<file path="src/rtl/rpc_cfg_boot_loader.sv">
// rpc_cfg_boot_loader
//
// Boot-time configuration sequencer placed in front of the RPC DRAM controller's
// register-bus port. After reset it waits StartDelay cycles for DRAM power-up. It then
// writes cfg_num_i table entries (clamped to NumEntries) to the controller, retrying
// each entry up to MaxRetries times on an error response. Once the sequence ends, the
// external register-bus master is connected straight through to the controller.
//
// Ports
//   clk_i, rst_i          clock, asynchronous active-high reset
//   cfg_addr_i/cfg_data_i packed config table, entry k at [k*W +: W]
//   cfg_num_i             number of valid entries (clamped to NumEntries)
//   start_i               re-run request, accepted only when done and the bus is idle
//   ext_*                 external master request in / response out
//   reg_*                 controller request out / response in
//   busy_o, done_o        sequence running / pass-through active
//   err_o, err_idx_o      sticky abort flag and index of the entry that failed
module rpc_cfg_boot_loader #(
   parameter int unsigned AddrWidth  = 32,
   parameter int unsigned DataWidth  = 32,
   parameter int unsigned NumEntries = 8,
   parameter int unsigned StartDelay = 200,
   parameter int unsigned MaxRetries = 2,
   localparam int unsigned StrbWidth = DataWidth / 8,
   localparam int unsigned NumWidth  = $clog2(NumEntries + 1),
   localparam int unsigned IdxWidth  = (NumEntries > 1) ? $clog2(NumEntries) : 1
) (
   input  logic                            clk_i,
   input  logic                            rst_i,
   input  logic [NumEntries*AddrWidth-1:0] cfg_addr_i,
   input  logic [NumEntries*DataWidth-1:0] cfg_data_i,
   input  logic [NumWidth-1:0]             cfg_num_i,
   input  logic                            start_i,
   input  logic [AddrWidth-1:0]            ext_addr_i,
   input  logic                            ext_write_i,
   input  logic [DataWidth-1:0]            ext_wdata_i,
   input  logic [StrbWidth-1:0]            ext_wstrb_i,
   input  logic                            ext_valid_i,
   output logic [DataWidth-1:0]            ext_rdata_o,
   output logic                            ext_error_o,
   output logic                            ext_ready_o,
   output logic [AddrWidth-1:0]            reg_addr_o,
   output logic                            reg_write_o,
   output logic [DataWidth-1:0]            reg_wdata_o,
   output logic [StrbWidth-1:0]            reg_wstrb_o,
   output logic                            reg_valid_o,
   input  logic [DataWidth-1:0]            reg_rdata_i,
   input  logic                            reg_error_i,
   input  logic                            reg_ready_i,
   output logic                            busy_o,
   output logic                            done_o,
   output logic                            err_o,
   output logic [IdxWidth-1:0]             err_idx_o
);

   localparam int unsigned CntWidth   = (StartDelay > 0) ? $clog2(StartDelay + 1) : 1;
   localparam int unsigned RetryWidth = (MaxRetries > 0) ? $clog2(MaxRetries + 1) : 1;

   typedef enum logic [1:0] {
      StDelay,
      StWrite,
      StDone
   } state_e;

   state_e                state_q, state_d;
   logic [CntWidth-1:0]   cnt_q, cnt_d;
   logic [IdxWidth-1:0]   idx_q, idx_d;
   logic [RetryWidth-1:0] retry_q, retry_d;
   logic                  err_q, err_d;
   logic [IdxWidth-1:0]   err_idx_q, err_idx_d;

   // Unpacked view of the packed config table.
   logic [AddrWidth-1:0] tbl_addr [NumEntries];
   logic [DataWidth-1:0] tbl_data [NumEntries];

   for (genvar k = 0; k < NumEntries; k++) begin : g_tbl
      assign tbl_addr[k] = cfg_addr_i[k*AddrWidth +: AddrWidth];
      assign tbl_data[k] = cfg_data_i[k*DataWidth +: DataWidth];
   end

   logic [NumWidth-1:0] num_eff;
   logic                num_zero;
   logic                is_last;
   logic                delay_over;
   logic                retry_left;

   assign num_eff    = (cfg_num_i > NumWidth'(NumEntries)) ? NumWidth'(NumEntries) : cfg_num_i;
   assign num_zero   = (num_eff == '0);
   // idx + 1 == num avoids the underflow of num - 1 when num is zero.
   assign is_last    = ((NumWidth'(idx_q) + NumWidth'(1)) == num_eff);
   assign delay_over = (cnt_q == CntWidth'(StartDelay));
   assign retry_left = (retry_q < RetryWidth'(MaxRetries));

   always_comb begin
      state_d   = state_q;
      cnt_d     = cnt_q;
      idx_d     = idx_q;
      retry_d   = retry_q;
      err_d     = err_q;
      err_idx_d = err_idx_q;

      reg_addr_o  = '0;
      reg_write_o = 1'b0;
      reg_wdata_o = '0;
      reg_wstrb_o = '0;
      reg_valid_o = 1'b0;
      ext_rdata_o = '0;
      ext_error_o = 1'b0;
      ext_ready_o = 1'b0;

      unique case (state_q)
         StDelay: begin
            if (delay_over) begin
               state_d = num_zero ? StDone : StWrite;
            end else begin
               cnt_d = cnt_q + CntWidth'(1);
            end
         end

         StWrite: begin
            reg_valid_o = 1'b1;
            reg_write_o = 1'b1;
            reg_wstrb_o = '1;
            reg_addr_o  = tbl_addr[idx_q];
            reg_wdata_o = tbl_data[idx_q];
            if (reg_ready_i) begin
               if (!reg_error_i) begin
                  retry_d = '0;
                  if (is_last) begin
                     state_d = StDone;
                  end else begin
                     // Next entry is presented straight away; valid never drops.
                     idx_d = idx_q + IdxWidth'(1);
                  end
               end else if (retry_left) begin
                  retry_d = retry_q + RetryWidth'(1);
               end else begin
                  err_d     = 1'b1;
                  err_idx_d = idx_q;
                  state_d   = StDone;
               end
            end
         end

         StDone: begin
            reg_addr_o  = ext_addr_i;
            reg_write_o = ext_write_i;
            reg_wdata_o = ext_wdata_i;
            reg_wstrb_o = ext_wstrb_i;
            reg_valid_o = ext_valid_i;
            ext_rdata_o = reg_rdata_i;
            ext_error_o = reg_error_i;
            ext_ready_o = reg_ready_i;
            // Only restart on an idle bus so an external transfer is never cut short.
            if (start_i && !ext_valid_i) begin
               idx_d   = '0;
               retry_d = '0;
               err_d   = 1'b0;
               if (!num_zero) begin
                  state_d = StWrite;
               end
            end
         end

         default: begin
            state_d = StDelay;
         end
      endcase
   end

   always_ff @(posedge clk_i or posedge rst_i) begin
      if (rst_i) begin
         state_q   <= StDelay;
         cnt_q     <= '0;
         idx_q     <= '0;
         retry_q   <= '0;
         err_q     <= 1'b0;
         err_idx_q <= '0;
      end else begin
         state_q   <= state_d;
         cnt_q     <= cnt_d;
         idx_q     <= idx_d;
         retry_q   <= retry_d;
         err_q     <= err_d;
         err_idx_q <= err_idx_d;
      end
   end

   assign busy_o    = (state_q != StDone);
   assign done_o    = (state_q == StDone);
   assign err_o     = err_q;
   assign err_idx_o = err_idx_q;

endmodule

</file>
<file path="config.mk">
export PLATFORM = sky130hd
export DESIGN_NAME = rpc_cfg_boot_loader
export DESIGN_NICKNAME = d
export VERILOG_FILES = /design/src/rtl/rpc_cfg_boot_loader.sv
export SDC_FILE = /design/constraint.sdc
export NUM_CORES = 1
export LEC_CHECK = 0
export ABC_AREA = 1
export BUFFER_PORTS_ARGS = -buffer_cell sky130_fd_sc_hd__buf_2
export CAP_MARGIN = 30
export CORE_AREA = 2 2 283 285
export DETAILED_ROUTE_END_ITERATION = 10
export DIE_AREA = 0 0 285 287
export GPL_TIMING_DRIVEN = 0
export PLACE_DENSITY_LB_ADDON = 0.1
export SLEW_MARGIN = 15
export SYNTH_ARGS = -nofsm -noshare
export SYNTH_HDL_FRONTEND = slang
export SYNTH_SLANG_ARGS = --single-unit
</file>
<file path="constraint.sdc">
create_clock -name clk_i -period 1.65 [get_ports clk_i]
set_input_delay 0.165 -clock clk_i [delete_from_list [all_inputs] [get_ports clk_i]]
set_output_delay 0.165 -clock clk_i [all_outputs]
set_load 0.02 [all_outputs]
</file>
==> flow_summary.yaml, run 1 <==
sta:
  hold_violations: 0
  timing.hold.ws_ns: 0.0611
  setup_ws_ns: -0.868
  min_period_over_period_pct: 153
  fmax_mhz: 397
  fin_worst_skew_ns: 0.00266
  worst_pin_slew_ns: 0.827
  drv_slew: 0
  final.min_clock_period_ns: 2.52
  setup_viol: 111
  slew_headroom_pct: 44.8
  rsz0062_at_grt: "yes"
global_routing:
  gr-total-overflow: 0
  grt_pass1_vias: 13800
  grt_usage_pct: 17.7
  antenna_found_initial: 15
  grt_max_degree: 20
  grt_pass1_wl_mm: 104
placement:
  dp_hpwl_mm: 63.1
  place_area_mm2: 0.0126
  placed_cells: 3176
  routabilityCongestion: 0.939
  io_buffers: 732
cts:
  h-tree-depth: 1
  clk_latency_ns: 0.26
  cts_buffers: 3
  cts_sinks: 19
  cts_hold_buffers: 0
  cts_buffer_depth: 2
  cts_tree: "built"
  clockRootBuffer: "clkbuf_16"
  clk_pin_slew_ns: 0.06
route:
  wl_per_cell_um: 23.5
  ant_nets: 0
  via_count: 12900
  totalWireLength_mm: 76.7
  drt_first_pass_iters: 5
  drc: 0
  avgViaCountPerCell: 3.97
  drt_iter0_markers: 575
floorplan:
  io_pins: 733
  rows: 103
  fp.dieW_um: 285
  core_area_mm2: 0.0786
  start_util_pct: 8.57
  die_y_um: 287
  dieArea_mm2: 0.0818
yosys:
  synth_fp_nets: 2020
  ys_warn_count: 0
  syn_avg_cell_area_um2: 4.84
  syn_area_mm2: 0.00674
  yosys_most_used_dff: "dfrtp_1"
  yosysUniqueCellTypes: 29
  async_flop_share_pct: 100
  syn_inst: 1391
  synth-seq-cells: 19
  synth_edf_count: 0
  yosysSeqAreaShare_pct: 7.06
status:
  status: "finished with violations"
  violations: "negative setup slack"
critical_path:
  slowest_delay_ns: 0.43
  worst-setup-path-type: "reg2out"
  reg2reg_depth: 12
  timing.rr.start: "idx_q[0]$_DFFE_PP0P_"
  r2r_slack_ns: -0.22
  path_buf_inv: 6
  path_cells: "buf_12, inv_16, buf_16, buf_16, buf_12, nor2_4, o211ai_1, nand3_1, a21oi_4, buf_6"
  crit_fanout: 7
  slowest_stage: "dfrtp_2"
  setup.worst_path.start_class: "register"
  cp_top_family: "buffers and inverters"
  worstPathArrival_ns: 2.35
  crit_required_ns: 1.48
  end_kind: "output pin"
  r2r-end: "state_q[0]$_DFFE_PP0P_"
final_layout:
  finalInstanceArea_mm2: 0.0159
  syn2layout_area_growth_pct: 135
  fin_nets: 2829
  final_cells: 3259
  fill_cells: 9228
  drive_gt1_share_pct: 55.0
pwr:
  power_density_mw_per_mm2: 132
  ir_worst_vdd_mv: 0.256
  p_leak_nw: 6.90
job:
  cap_violations: 0
worst_hold_path:
  hold_class: "in2async"
==> routing by layer <==
layer	GRT usage (%)	wire, um	up-vias
li1	-	-	6272
met5	0	27	-
met4	2.28	921	4
met2	32.4	38700	474
met1	22.5	33300	6144
met3	2.35	3760	53
==> flip-flops by register name (all words and copies together), names as in the netlist <==
| name | count |
|---|---|
| err_idx_o | 3 |
| retry_q | 2 |
| idx_q | 3 |
| state_q | 2 |
| cnt_q | 8 |
| err_o | 1 |
==> layout make-up <==
class / instances / area [um^2] / area share (%)
Multi-Input combinational cell: 1181 / 7000 / 44.1
Timing Repair Buffer: 806 / 5360 / 33.8
Buffer: 126 / 1340 / 8.48
Tap cell: 1050 / 1310 / 8.29
Sequential cell: 19 / 478 / 3.01
Inverter: 63 / 260 / 1.64
Clock buffer: 4 / 78.8 / 0.497
Antenna cell: 10 / 25.0 / 0.158
==> power by group <==
group          leakage [nW]  switching (mW)  internal [mW]
Clock                0.0382           0.197          0.330
Sequential            0.244         0.00190          0.469
Combinational          6.62           0.478          0.611
Total                  6.90           0.677           1.41
==> how the worst max path moves through the flow <==
| stage | slack [ns] | cells past startpoint | start | end |
|---|---|---|---|---|
| 3_3_place_gp | -1.69 | 8 | idx_q[2]$_DFFE_PP0P_ | reg_wdata_o[15] |
| 3_5_place_dp | -1.58 | 7 | idx_q[2]$_DFFE_PP0P_ | reg_addr_o[11] |
| 4_1_cts | -0.87 | 14 | idx_q[0]$_DFFE_PP0P_ | reg_addr_o[1] |
| 5_1_grt | -0.91 | 13 | idx_q[0]$_DFFE_PP0P_ | reg_addr_o[30] |
| 6_report | -0.87 | 10 | idx_q[0]$_DFFE_PP0P_ | reg_wdata_o[14] |
| 2_1_floorplan | -0.03 | 6 | state_q[1]$_DFFE_PP0P_ | reg_addr_o[17] |
==> timing repair <==
item	in CTS	in global routing
resized for setup	503	240
hold endpoints to repair	0	0
pin swaps	95	89
setup endpoints to repair	114	120
setup buffers	44	16
gates cloned	14	3
==> kinds of logic (layout without fill, tap and decap cells) <==
kind of cell,count (synthesis),after routing,synth area share (%)
buffers and inverters,191,999,12.8
flip-flops,19,19,7.06
adder cells (fa/ha/maj),6,6,1.11
AND/OR/NAND/NOR,767,767,45.8
XOR/XNOR,6,6,0.780
other,0,10,0
AO/OA/AOI/OAI,402,402,32.4
==> through the flow <==
step                      TNS, ns  utilization, %  setup WS [ns]  power, mW
after floorplan            -0.748               -        -0.0288      0.651
after global placement    -100.48            15.9          -1.69       1.50
after detailed placement   -95.96            16.0          -1.58       1.50
after CTS                  -61.65            19.2         -0.870       2.08
after global routing       -69.15            20.2         -0.906       2.22
final                      -59.15            20.2         -0.868       2.09
==> cells in the final DEF (no fill, tap or decap), types with 25 or more instances in the layout <==
master	n
nand3_2	61
inv_1	36
nand2_1	112
nor2_4	29
buf_12	32
clkbuf_2	25
nand3_1	75
a21oi_4	58
nor2_1	400
buf_6	116
o211ai_1	64
buf_2	642
nor2_2	46
buf_4	44
o21ai_0	165
o21ai_1	89
==> worst reg2reg max path: stages, from the launching register on <==
cell,delay [ns]
dfrtp_2,0.43
buf_12,0.16
buf_4,0.16
clkbuf_16,0.17
buf_12,0.15
nand4_1,0.08
nand2_1,0.09
nor2_4,0.15
nand3_2,0.09
nand2_2,0.09
nand2_1,0.07
nand2_1,0.07
nand2_1,0.05
==> synthesized netlist by cell type, types with 2 or more instances <==
master	n	area [um^2]
buf_6	10	113
buf_1	15	56.3
inv_1	60	225
o21ai_1	72	360
ha_1	6	75.1
nand2_1	139	522
nor3_1	2	10.0
dfrtp_1	19	475
a21oi_1	69	345
o21a_1	2	15.0
nand4_1	7	43.8
buf_4	9	67.6
o211ai_1	64	480
nor2_1	474	1780
buf_2	28	140
clkbuf_1	66	248
o21ai_0	193	966
nand3_1	141	706
xor2_1	5	43.8
Power figures use the tool's default switching activity.
==> run 2: changes to the inputs <==
--- a/config.mk
+++ b/config.mk
@@ -13,6 +13,7 @@
 export DIE_AREA = 0 0 285 287
 export GPL_TIMING_DRIVEN = 0
 export PLACE_DENSITY_LB_ADDON = 0.1
+export REMOVE_ABC_BUFFERS = 1
 export SLEW_MARGIN = 15
 export SYNTH_ARGS = -nofsm -noshare
 export SYNTH_HDL_FRONTEND = slang
==> constraint.sdc (replaced) <==
create_clock -name clk_i -period 2.5 [get_ports clk_i]
set_input_delay 0.25 -clock clk_i [delete_from_list [all_inputs] [get_ports clk_i]]
set_output_delay 0.25 -clock clk_i [all_outputs]
set_load 0.02 [all_outputs]
==> run 2 against run 1 <==
Against the previous run: the flow still finishes with violations (negative setup slack); first-iteration DRC count is 32% higher; critical endpoint is now reg_wdata_o[3]; largest cell class unchanged; non-clock buffer count is 137 lower; global-route usage is 2.8 points lower.
==> flow_summary.yaml, run 2 (synthesized netlist as in run 1, its figures left out) <==
route:
  ant_nets: 0
  via_count: 12500
  drt_iter0_markers: 757
  drc: 0
  drt_first_pass_iters: 5
  totalWireLength_mm: 68.1
  wl_per_cell_um: 21.8
  avgViaCountPerCell: 4.00
placement:
  routabilityCongestion: 0.871
  placed_cells: 3059
  dp_hpwl_mm: 42.2
  place_area_mm2: 0.0115
  io_buffers: 732
sta:
  setup_ws_ns: -0.119
  drv_slew: 0
  slew_headroom_pct: 41.4
  rsz0062_at_grt: "yes"
  final.min_clock_period_ns: 2.62
  setup_viol: 3
  fin_worst_skew_ns: 0.00848
  worst_pin_slew_ns: 0.875
  fmax_mhz: 382
  hold_violations: 0
  min_period_over_period_pct: 105
global_routing:
  top_usage_layer: "met2"
  grt_max_degree: 51
  grt_pass1_vias: 12500
  use_met2_pct: 27.1
  met1_usage_pct: 18.5
  grt_util_met3_pct: 1.89
  antenna_found_initial: 9
  gr-total-overflow: 0
  grt_pass1_wl_mm: 89.8
  grt_usage_pct: 14.9
pwr:
  switching_share_pct: 29.1
  p_sw_mw: 0.376
  ir_worst_vdd_mv: 0.179
  p_seq_share_pct: 24.0
  power_density_mw_per_mm2: 102
  p_int_mw: 0.919
  clock_power_share_pct: 27.1
  p_leak_nw: 6.00
  comb_power_share_pct: 48.9
  power.total_mw: 1.30
cts:
  clk_pin_slew_ns: 0.07
  cts_hold_buffers: 0
  cts_sinks: 19
  h-tree-depth: 1
  clk_latency_ns: 0.26
  cts_buffer_depth: 2
  clockRootBuffer: "clkbuf_16"
  cts_buffers: 3
  cts_tree: "built"
final_layout:
  layout_common_cells: "buf_2 (718), nor2_1 (470), o21ai_0 (186)"
  final_cells: 3122
  finalInstanceArea_mm2: 0.0127
  syn2layout_area_growth_pct: 88.5
  fill_cells: 9444
  largest_register_ffs: 8
  drive_gt1_share_pct: 40.0
  seq_area_um2: 487
  regMostFlops: "cnt_q"
  fin_nets: 2696
  final_core_util_pct: 16.2
  final_common_cell: "buf_2"
  multiInputGateArea_mm2: 0.00547
job:
  cap_violations: 0
floorplan:
  rows: 103
  fp.dieW_um: 285
  die_y_um: 287
  core_area_mm2: 0.0786
  dieArea_mm2: 0.0818
  io_pins: 733
  start_util_pct: 8.57
critical_path:
  worst-setup-path-type: "reg2out"
  crit_fanout: 4
  end_kind: "output pin"
  crit_required_ns: 2.25
  worstPathArrival_ns: 2.37
  setup.worst_path.start_class: "register"
status:
  status: "finished with violations"
  violations: "negative setup slack"
worst_hold_path:
  hold_class: "in2async"
-- run 2: changes by cell type in the layout (fill, tap and decap cells not counted), sizes merged, moves of 2 or more --
cell,delta
clkinv,+2
clkbuf,-59
inv,+2
diode,-4
bufbuf,+2
buf,-81
-- run 2: cell type report --
class                   instances  share of cell area (%)
diodes                          6                   0.118
clock buffers                   3                   0.591
clock inverters                 1                  0.0591
inverters                      63                    2.09
multi-input cells            1181                    43.0
flip-flops and latches         19                    3.83
well taps                    1050                    10.3
repair buffers                795                    39.5
repair inverters                4                   0.424
-- run 2: repair_timing --
| item | CTS | global route |
|---|---|---|
| buffers inserted | 25 | 3 |
| pin swaps | 7 | 7 |
| gates cloned | 16 | 9 |
| endpoints found under the setup margin | 76 | 64 |
| gates resized for setup | 38 | 34 |
| hold endpoints to repair | 0 | 0 |
-- run 2: through the flow --
step	hold WS, ns	setup WS [ns]	TNS, ns
final	0.153	-0.119	-0.135
after global routing	0.220	-0.135	-1.33
after CTS	0.201	-0.107	-0.356
after detailed placement	0.467	-1.12	-24.86
after global placement	0.463	-12.53	-987.91
after floorplan	0.201	-4.59	-350.87
-- run 2: final timing paths --
path / start / end / slack (ns) / cells after the start
worst min register to register: cnt_q[7]$_DFFE_PP0N_ / cnt_q[7]$_DFFE_PP0N_ / 0.48 / 1
worst max register to register: idx_q[0]$_DFFE_PP0P_ / state_q[0]$_DFFE_PP0P_ / 0.26 / 14
max in group asynchronous: rst_i / idx_q[1]$_DFFE_PP0P_ / 1.74 / 2
min in group clk_i: reg_error_i / retry_q[0]$_DFFE_PP0P_ / 0.36 / 3
worst max-delay path: idx_q[0]$_DFFE_PP0P_ / reg_wdata_o[3] / -0.12 / 7
worst min-delay path: rst_i / cnt_q[3]$_DFFE_PP0N_ / 0.15 / 2
-- run 2: per-layer routing --
layer | wire, um | vias to the layer above
met5 | 0 | -
met4 | 1120 | 0
met3 | 4060 | 52
met2 | 33900 | 569
met1 | 29100 | 5874
li1 | - | 6001
-- run 2: critical path, cell delays in order, from the launching register on --
cell and delay (ns):
dfrtp_4 0.57, inv_16 0.09, buf_16 0.13, nor2_2 0.05, o211ai_1 0.71, nand3_1 0.18
a21oi_2 0.21, buf_6 0.14
-- run 2: power groups by stage --
stage / registers (mW) / clock network, mW / logic [mW]
detailed placement: 0.316 / 0 / 0.632
finish: 0.310 / 0.351 / 0.634
global placement: 0.316 / 0 / 0.633
floorplan: 0.316 / 0 / 0.113
global route: 0.310 / 0.374 / 0.708
CTS: 0.310 / 0.361 / 0.637
==> run 3: changes to the inputs <==
==> constraint.sdc (replaced) <==
create_clock -name clk_i -period 2.7 [get_ports clk_i]
set_input_delay 0.27 -clock clk_i [delete_from_list [all_inputs] [get_ports clk_i]]
set_output_delay 0.27 -clock clk_i [all_outputs]
set_load 0.02 [all_outputs]
==> run 3 against run 2 <==
Against the previous run: the run now ends clean; critical endpoint is now reg_wdata_o[30]; cell count down 0.61%; utilization down 0.64 points; first-iteration DRC count down 21%; final area down 3.9%; clock skew down 0.00082 ns; worst hold slack better by 0.026 ns; non-clock buffer count down 18; via count down 2.2%; wire length down 7.2%.
==> flow_summary.yaml, run 3 (synthesized netlist as in run 1, its figures left out) <==
status:
  status: "finished clean"
pwr:
  p_leak_nw: 5.79
  power_density_mw_per_mm2: 98.4
  power.total_mw: 1.20
  ir_worst_vdd_mv: 0.166
final_layout:
  syn2layout_area_growth_pct: 81.1
  drive_gt1_share_pct: 39.2
  largest_register_ffs: 8
  final_cells: 3103
  regMostFlops: "cnt_q"
  layout_common_cells: "buf_2 (727), nor2_1 (473), o21ai_0 (190)"
  final_common_cell: "buf_2"
  fin_nets: 2677
global_routing:
  grt_pass1_wl_mm: 85.4
  antenna_found_initial: 11
  gr-total-overflow: 0
  grt_usage_pct: 14.0
  grt_pass1_vias: 12300
  grt_max_degree: 80
floorplan:
  rows: 103
  start_util_pct: 8.57
  io_pins: 733
  core_area_mm2: 0.0786
  fp.dieW_um: 285
  die_y_um: 287
  dieArea_mm2: 0.0818
sta:
  fin_worst_skew_ns: 0.00766
  final.min_clock_period_ns: 2.64
  worst_pin_slew_ns: 0.854
  hold_violations: 0
  setup_viol: 0
  fmax_mhz: 379
  min_period_over_period_pct: 97.6
  rsz0062_at_grt: "yes"
  drv_slew: 0
  slew_headroom_pct: 43.0
route:
  drt_first_pass_iters: 5
  ant_nets: 0
  wl_per_cell_um: 20.4
  drt_iter0_markers: 599
  via_count: 12200
  totalWireLength_mm: 63.3
  drc: 0
  avgViaCountPerCell: 3.94
cts:
  cts_tree: "built"
  cts_sinks: 19
  cts_buffer_depth: 2
  clockRootBuffer: "clkbuf_16"
  clk_pin_slew_ns: 0.07
  cts_buffers: 3
  h-tree-depth: 1
  cts_hold_buffers: 0
  clk_latency_ns: 0.26
placement:
  routabilityCongestion: 0.871
  io_buffers: 732
  placed_cells: 3059
  dp_hpwl_mm: 42.2
critical_path:
  reg2reg_depth: 9
  crit_required_ns: 2.43
  path_cells: "buf_4, buf_16, o21ai_0, o211ai_1, nand3_1, a21oi_2, buf_2"
  crit_fanout: 74
  slowest_stage: "dfrtp_4"
  setup.worst_path.start_class: "register"
  worst-setup-path-type: "reg2out"
  slowest_delay_ns: 0.53
  timing.rr.start: "state_q[1]$_DFFE_PP0P_"
  path_buf_inv: 3
  r2r-end: "retry_q[1]$_DFFE_PP0P_"
  crit_end: "reg_wdata_o[30]"
  worstPathArrival_ns: 2.37
  cp.depth: 7
  end_kind: "output pin"
  cp_top_family: "buffers and inverters"
  startpoint: "idx_q[0]$_DFFE_PP0P_"
  r2r_slack_ns: 0.42
job:
  cap_violations: 0
worst_hold_path:
  hold_class: "in2async"
-- run 3: cell types whose count changed in the layout (fill, tap and decap cells not counted), sizes merged --
| cell | change |
|---|---|
| bufbuf | -3 |
| clkbuf | -4 |
| clkinv | -1 |
| buf | -11 |
-- run 3: how the worst min path moves through the flow --
stage	slack [ns]	startpoint	cells past startpoint	end
after floorplan	0.22	rst_i	1	cnt_q[0]$_DFFE_PP0N_
after global placement	0.46	cnt_q[7]$_DFFE_PP0N_	1	cnt_q[7]$_DFFE_PP0N_
after detailed placement	0.47	cnt_q[7]$_DFFE_PP0N_	1	cnt_q[7]$_DFFE_PP0N_
after CTS	0.22	rst_i	2	state_q[1]$_DFFE_PP0P_
after global routing	0.24	rst_i	2	state_q[1]$_DFFE_PP0P_
final	0.18	rst_i	2	cnt_q[3]$_DFFE_PP0N_
-- run 3: layer usage --
layer	share of wire, %	wire length [um]	vias to the layer above	GRT usage, %
li1	-	-	5952	-
met1	42	26500	5674	17.3
met2	51	32200	547	25.6
met3	5.7	3590	45	1.70
met4	1.6	1000	0	3.08
met5	0	0	-	0
-- run 3: through the flow --
step	instance area (um^2)	utilization (%)	setup TNS [ns]	setup WS, ns	hold slack [ns]
final	12200	15.5	0	0.0640	0.179
after global routing	12200	15.5	-0.0305	-0.0235	0.240
after CTS	12000	15.3	0	0.00912	0.221
after detailed placement	11500	14.6	-13.46	-0.935	0.467
after global placement	11100	14.1	-966.63	-12.35	0.463
after floorplan	6110	-	-329.59	-4.41	0.221
-- run 3: timing repair --
action                     4_1_cts  5_1_grt
buffers inserted                18        3
cloned                           9        4
setup endpoints to repair       63       53
pin swaps                        4        5
gates resized for setup         11       23
-- run 3: cell type report --
type                    count  area [um^2]
clock buffers               3         75.1
clock inverters             1         7.51
inverters                  63          265
repair buffers            777         4570
fillers                  9488        66400
diodes                      6         15.0
repair inverters            3         28.8
flip-flops and latches     19          487
multi-input cells        1181         5440
well taps                1050         1310
-- run 3: power by group --
part	switching (mW)	internal, mW
clock network	0.126	0.201
logic	0.223	0.363
registers	0.00110	0.286
total	0.350	0.850
